### src/rtl/mpx_irq_ctrl_pkg.sv
// Shared MPX interrupt-controller definitions: register offsets and default source count.
package mpx_irq_ctrl_pkg;

  localparam int         IRQ_W_DEF = 11;
  localparam logic [3:0] ADDR_STAT = 4'h0;
  localparam logic [3:0] ADDR_MASK = 4'h4;

endpackage

### src/rtl/mpx_irq_edge.sv
// Rising-edge detector for a vector of level interrupt sources; history clears on reset
// so a level already high when reset releases is reported as a fresh edge.
module mpx_irq_edge #(
  parameter int W = 8
) (
  input  logic         clk_i,
  input  logic         rst_i,
  input  logic [W-1:0] src_i,
  output logic [W-1:0] rise_o
);

  logic [W-1:0] src_d, src_q;

  always_comb begin
    src_d  = src_i;
    rise_o = src_i & ~src_q;
  end

  always_ff @(posedge clk_i) begin
    if (rst_i) src_q <= '0;
    else       src_q <= src_d;
  end

endmodule

### src/rtl/mpx_irq_ctrl.sv
// MPX interrupt controller: edge-latched I_STAT with acknowledge-only writes, I_MASK,
// and one registered CPU interrupt line built from the pending masked sources.
module mpx_irq_ctrl
  import mpx_irq_ctrl_pkg::*;
#(
  parameter int IRQ_W       = IRQ_W_DEF,
  parameter int CPU_INT_BIT = 0
) (
  input  logic             clk_i,
  input  logic             rst_i,
  input  logic [IRQ_W-1:0] irq_src_i,
  input  logic             req_valid_i,
  input  logic             req_write_i,
  input  logic [3:0]       req_addr_i,
  input  logic [31:0]      req_wdata_i,
  input  logic [3:0]       req_wstrb_i,
  output logic             resp_valid_o,
  output logic [31:0]      resp_rdata_o,
  output logic [5:0]       intr_o
);

  logic [IRQ_W-1:0] rise;
  logic [IRQ_W-1:0] bm;
  logic [IRQ_W-1:0] stat_d, stat_q;
  logic [IRQ_W-1:0] mask_d, mask_q;
  logic [31:0]      rdata_d, rdata_q;
  logic             resp_d, resp_q;
  logic             intr_d, intr_q;
  logic             unused_req;

  assign unused_req = ^{req_wdata_i, req_wstrb_i};

  mpx_irq_edge #(.W(IRQ_W)) u_edge (
    .clk_i  (clk_i),
    .rst_i  (rst_i),
    .src_i  (irq_src_i),
    .rise_o (rise)
  );

  always_comb begin
    bm = '0;
    for (int i = 0; i < IRQ_W; i++) bm[i] = req_wstrb_i[i/8];

    stat_d  = stat_q;
    mask_d  = mask_q;
    rdata_d = '0;
    resp_d  = req_valid_i;

    if (req_valid_i && req_write_i) begin
      // Writing 1 to I_STAT is a no-op; only strobed zeros acknowledge.
      if (req_addr_i == ADDR_STAT)
        stat_d = stat_q & ~(bm & ~req_wdata_i[IRQ_W-1:0]);
      else if (req_addr_i == ADDR_MASK)
        mask_d = (mask_q & ~bm) | (req_wdata_i[IRQ_W-1:0] & bm);
    end

    // Reads see the registers as they stood before this cycle's updates.
    if (req_valid_i && !req_write_i) begin
      if (req_addr_i == ADDR_STAT)      rdata_d = 32'(stat_q);
      else if (req_addr_i == ADDR_MASK) rdata_d = 32'(mask_q);
    end

    // A new edge overrides a same-cycle acknowledge.
    stat_d = stat_d | rise;
    intr_d = |(stat_q & mask_q);
  end

  always_ff @(posedge clk_i) begin
    if (rst_i) begin
      stat_q  <= '0;
      mask_q  <= '0;
      rdata_q <= '0;
      resp_q  <= 1'b0;
      intr_q  <= 1'b0;
    end else begin
      stat_q  <= stat_d;
      mask_q  <= mask_d;
      rdata_q <= rdata_d;
      resp_q  <= resp_d;
      intr_q  <= intr_d;
    end
  end

  always_comb begin
    intr_o              = '0;
    intr_o[CPU_INT_BIT] = intr_q;
  end

  assign resp_valid_o = resp_q;
  assign resp_rdata_o = rdata_q;

endmodule

### config.mk
export PLATFORM = sky130hd
export DESIGN_NAME = mpx_irq_ctrl
export DESIGN_NICKNAME = d
export VERILOG_FILES = /design/src/rtl/mpx_irq_ctrl_pkg.sv /design/src/rtl/mpx_irq_edge.sv /design/src/rtl/mpx_irq_ctrl.sv
export SDC_FILE = /design/constraint.sdc
export NUM_CORES = 1
export LEC_CHECK = 0
export ABC_CLOCK_PERIOD_IN_PS = 2380
export BUFFER_PORTS_ARGS = -buffer_cell sky130_fd_sc_hd__clkbuf_2
export CORE_MARGIN = 5
export CORE_UTILIZATION = 45
export DETAILED_ROUTE_END_ITERATION = 12
export PLACE_DENSITY = 0.79
export RECOVER_POWER = 25
export SLEW_MARGIN = 15
export SYNTH_ARGS = -nofsm -noshare
export SYNTH_HDL_FRONTEND = slang
export SYNTH_SLANG_ARGS = --single-unit
### constraint.sdc
create_clock -name clk_i -period 2.38 [get_ports clk_i]
set_clock_uncertainty 0.15 [all_clocks]
set_input_delay 0.476 -clock clk_i [delete_from_list [all_inputs] [get_ports clk_i]]
set_output_delay 0.476 -clock clk_i [all_outputs]
set_load 0.01 [all_outputs]
Yosys cells after proc, flatten, opt, wreduce, memory -nomap -nowiden. Index checks and enable logic that the tools add are counted.

$add $sub $neg: 0. $mul: 0. Divide/modulo/power cells: 0. $lt $le $gt $ge: 0. Equal/unequal tests: 1. Shift operators: 0. Muxes and demuxes: 4. Bitwise operators: 14. Reductions and logical operators: 8.

Operators with widths (number): bitwise AND 11 bit (6); 2-to-1 mux 11 bit (4); NOT 11 bit (4); OR 11 bit (2); OR reduction 11 bit (1); equality test 4 x 3 -> 1 bit, second input constant (1); logical NOT 4 bit (1); AND reduction 3 bit (1); OR reduction 3 bit (1); logical AND 1 bit (2); NOT 1 bit (2); OR reduction 2 bit (1); logical NOT 1 bit (1).

Flip-flop bits (word level): 67. Bits in latches: 0. Bits in writable memories: 0. Memory bits (read-only): 0. Bits of input ports: 55. Output and inout port bits: 39. Logic and storage cells: 34. Memories: 0.

Logic depth before layout (Yosys ltp).
Depth after elaboration: 7. Mapped depth: 4. Depth with buffers taken out: 3.

Hierarchy. From an unflattened synthesis, not the netlist that was laid out.

Cell total of the unflattened synthesis: 208. Area total of the unflattened synthesis: 2019.4 um2.

Modules (own cells, without submodules): mpx_irq_ctrl (instances 1, cells an instance 174, area each 1625.3 um2, sequential area each 700.7 um2); mpx_irq_edge (instances 1, cells an instance 34, area each 394.1 um2, sequential area each 220.2 um2).

Worst setup path before layout. No wires, ideal clock.

Path kind: input to register. From: in req_addr_i[1]. To: reg stat_q[10]. Library setup time: 0.131 ns. Arrival: 1.548 ns. Data required time: 2.099 ns. Path slack: 0.551 ns. Stages: 4. Path buffers: 1. Cell sequence: or4_1 > buf_2 > o311ai_0 > o21ai_1.

Longest elaborated chain between the ends: 4.

RTL lines: from (decl) (line mpx_irq_ctrl.sv:14) `input logic [3:0] req_addr_i,`; logical NOT 4 bit (line mpx_irq_ctrl.sv:51) `if (req_addr_i == ADDR_STAT)`; 2-to-1 mux 11 bit (line mpx_irq_ctrl.sv:51); 2-to-1 mux 11 bit (line mpx_irq_ctrl.sv:49) `if (req_valid_i && req_write_i) begin`; OR 11 bit (line mpx_irq_ctrl.sv:64) `stat_d = stat_d | rise;`; to (signal assigned) (line mpx_irq_ctrl.sv:76) `stat_q <= stat_d;`; to (decl) (line mpx_irq_ctrl.sv:24) `logic [IRQ_W-1:0] stat_d, stat_q;`.

Every way passes these cells. A chain may end at the register's enable or synchronous reset.

Worst setup path in the final report.
From: in req_addr_i[1]. To: reg stat_q[8].

Same word-level chain as after synthesis.

==> qor.yml <==
outcome: "complete, no violations"
critPathKind: "in -> reg"
start_kind: "input pin"
synth_edf_count: 0
clock_path_buffers: 2
ir_worst_vdd_v: 0.000386
cp_data_arrival_time_ns: 1.84
die_h_um: 74.5
portBuffers: 44
routed-via-count: 1427
maxSlewHeadroom_pct: 59.5
die_area_mm2: 0.00554
drive_above_1_share_pct: 16.7
setup_violations: 0
nFillCells: 402
max_stage_delay_ns: 0.72
grt_max_degree: 25
multiInputGateArea_um2: 703
critical_path.slowest_cell: "or4_1"
cts_buffers: 5
drt_first_pass_iters: 4
num_antenna_cells: 0
async_reset_ff_share_pct: 0
critical-path-top-delay-family: "simple AND/OR/NAND/NOR gates"
fin_cells: 301
antenna_found_initial: 0
seqPwrFrac_pct: 60.7
holdBufCountCts: 0
rsz0062_at_grt: "no"
synth_largest_area_cell: "dfxtp_1"
grt_usage_pct: 12.7
synth_top_area_share_pct: 49.3
avgSynthCellArea_um2: 8.90
synth_most_common_cell: "dfxtp_1"
ys_ff_latch: 46
rrSetupSlack_ns: 1.17
place_hpwl_mm: 2.67
via_per_inst: 4.74
ys_top_cells_by_area: "dfxtp_1 (49%), buf_4 (11%), o21ai_0 (5.4%), inv_1 (4.6%), a22oi_1 (4.4%)"
endpoint_kind: "flip-flop"
drt_iter0_drc: 66
cts.sinks: 46
yosysSeqAreaShare_pct: 49.3
path_clk_slew_ns: 0.07
drc: 0
cts_tree: "built"
post_cts_buffers: 0
timing.setup.tns_ns: 0
slew_viol_final: 0
max_freq_ghz: 0.546
power_frac_comb_pct: 8.0
timing_hold_violations_final: 0
first_global_vias: 1306
synth_cell_types: 28
wirelength_mm: 3.61
fp.dieW_um: 74.5
swShare_pct: 23.0
antenna_left: 0
io_pins: 94
htreeDepth: 2
drv_cap: 0
tightestPinTransition_ns: 0.607
start_util_pct: 46.7
cts_resized: 0
critPathBufInv: 1
grt_overflow: 0
rows: 23
p_clk_share_pct: 31.3
internal_power_mw: 1.04
core-area_mm2: 0.00400
dp_cells: 294
cts-root-buf: "clkbuf_8"
clkLatencyLatePin_ns: 0.28
power.density_mw_per_mm2: 651
synth_flop_cell: "dfxtp_1"
p_leak_nw: 0.925
syn-instance-count: 210
period_needed_ns: 1.83
yosys_warnings: 0
gp_congestion: 0.741
switchingPower_mw: 0.311
area_growth_pct: 11.2
path_max_fanout: 11
crit_chain: "clkbuf_2, or4_1, o311ai_0, o21ai_1"
min_period_over_period_pct: 77.0
hold_path.class: "in -> reg"
synth_top_cells_by_count: "dfxtp_1 (46), buf_4 (27), inv_1 (23)"
fin_nets: 306
mappedNetlistArea_mm2: 0.00187
register_area_um2: 921
required_ns: 2.39
grt_pass1_wl_mm: 5.40
post_drt_wl_per_cell_um: 12.0
## worst register-to-register path, stage by stage, from the launching register on
cell,delay [ns]
dfxtp_1,0.34
a22o_1,0.24
a221oi_1,0.23
a31oi_1,0.11
## cell families after synthesis
kind of cell    count (synthesis)  synth area share, %
simple gates                   41                 11.2
flops                          46                 49.3
compound gates                 61                 21.2
other cells                     1                0.201
buf+inv                        61                 18.1
## cell usage in the layout (no fill, tap or decap), drive strengths merged, types with 2 or more instances in the layout
master,netlist,final
a22o,2,2
o311ai,11,11
conb,1,26
dfxtp,46,46
a22oi,11,11
a21oi,11,11
o21ai,22,22
or3,11,11
buf,30,3
nand3,2,2
inv,23,23
clkbuf,8,51
nor2,11,11
a221oi,2,2
nand2,11,11
## per-layer routing
layer	global-route usage (%)	vias up	part of all wire [%]
met2	21.0	51	48
met5	0	-	0
li1	-	754	-
met1	14.3	618	41
met3	4.59	4	9.9
met4	6.92	0	1.5
## power by group through the flow
stage / combinational [mW] / clock, mW / sequential [mW]
global route: 0.124 / 0.459 / 0.821
CTS: 0.108 / 0.436 / 0.819
finish: 0.108 / 0.424 / 0.820
floorplan: 0.0983 / 0 / 0.831
detailed placement: 0.108 / 0 / 0.836
global placement: 0.106 / 0 / 0.835
## per-stage QoR
stage	total power, mW	setup WS, ns	instance area, um2	hold slack [ns]	utilization (%)
CTS	1.36	0.547	2090	0.228	52.3
floorplan	0.929	0.551	1960	0.239	-
finish	1.35	0.547	2080	0.231	52.0
detailed placement	0.944	0.252	2020	0.250	50.4
global route	1.40	0.495	2080	0.241	52.0
global placement	0.941	0.280	2020	0.242	50.4
## layout make-up
class	instances	area share, %
flip-flops and latches	46	44.3
repair buffers	47	11.0
well taps	50	3.01
inverters	23	4.15
clock buffers	7	3.67
multi-input cells	128	33.8
## path summary, 6_finish.rpt
kind	start	end	depth (start not counted)
setup / recovery	req_addr_i[1]	stat_q[8]	4
hold / removal	irq_src_i[4]	u_edge.src_q[4]	3
setup reg to reg	stat_q[5]	intr_q	3
hold reg to reg	u_edge.src_q[10]	stat_q[10]	1
Power figures use the tool's default switching activity.
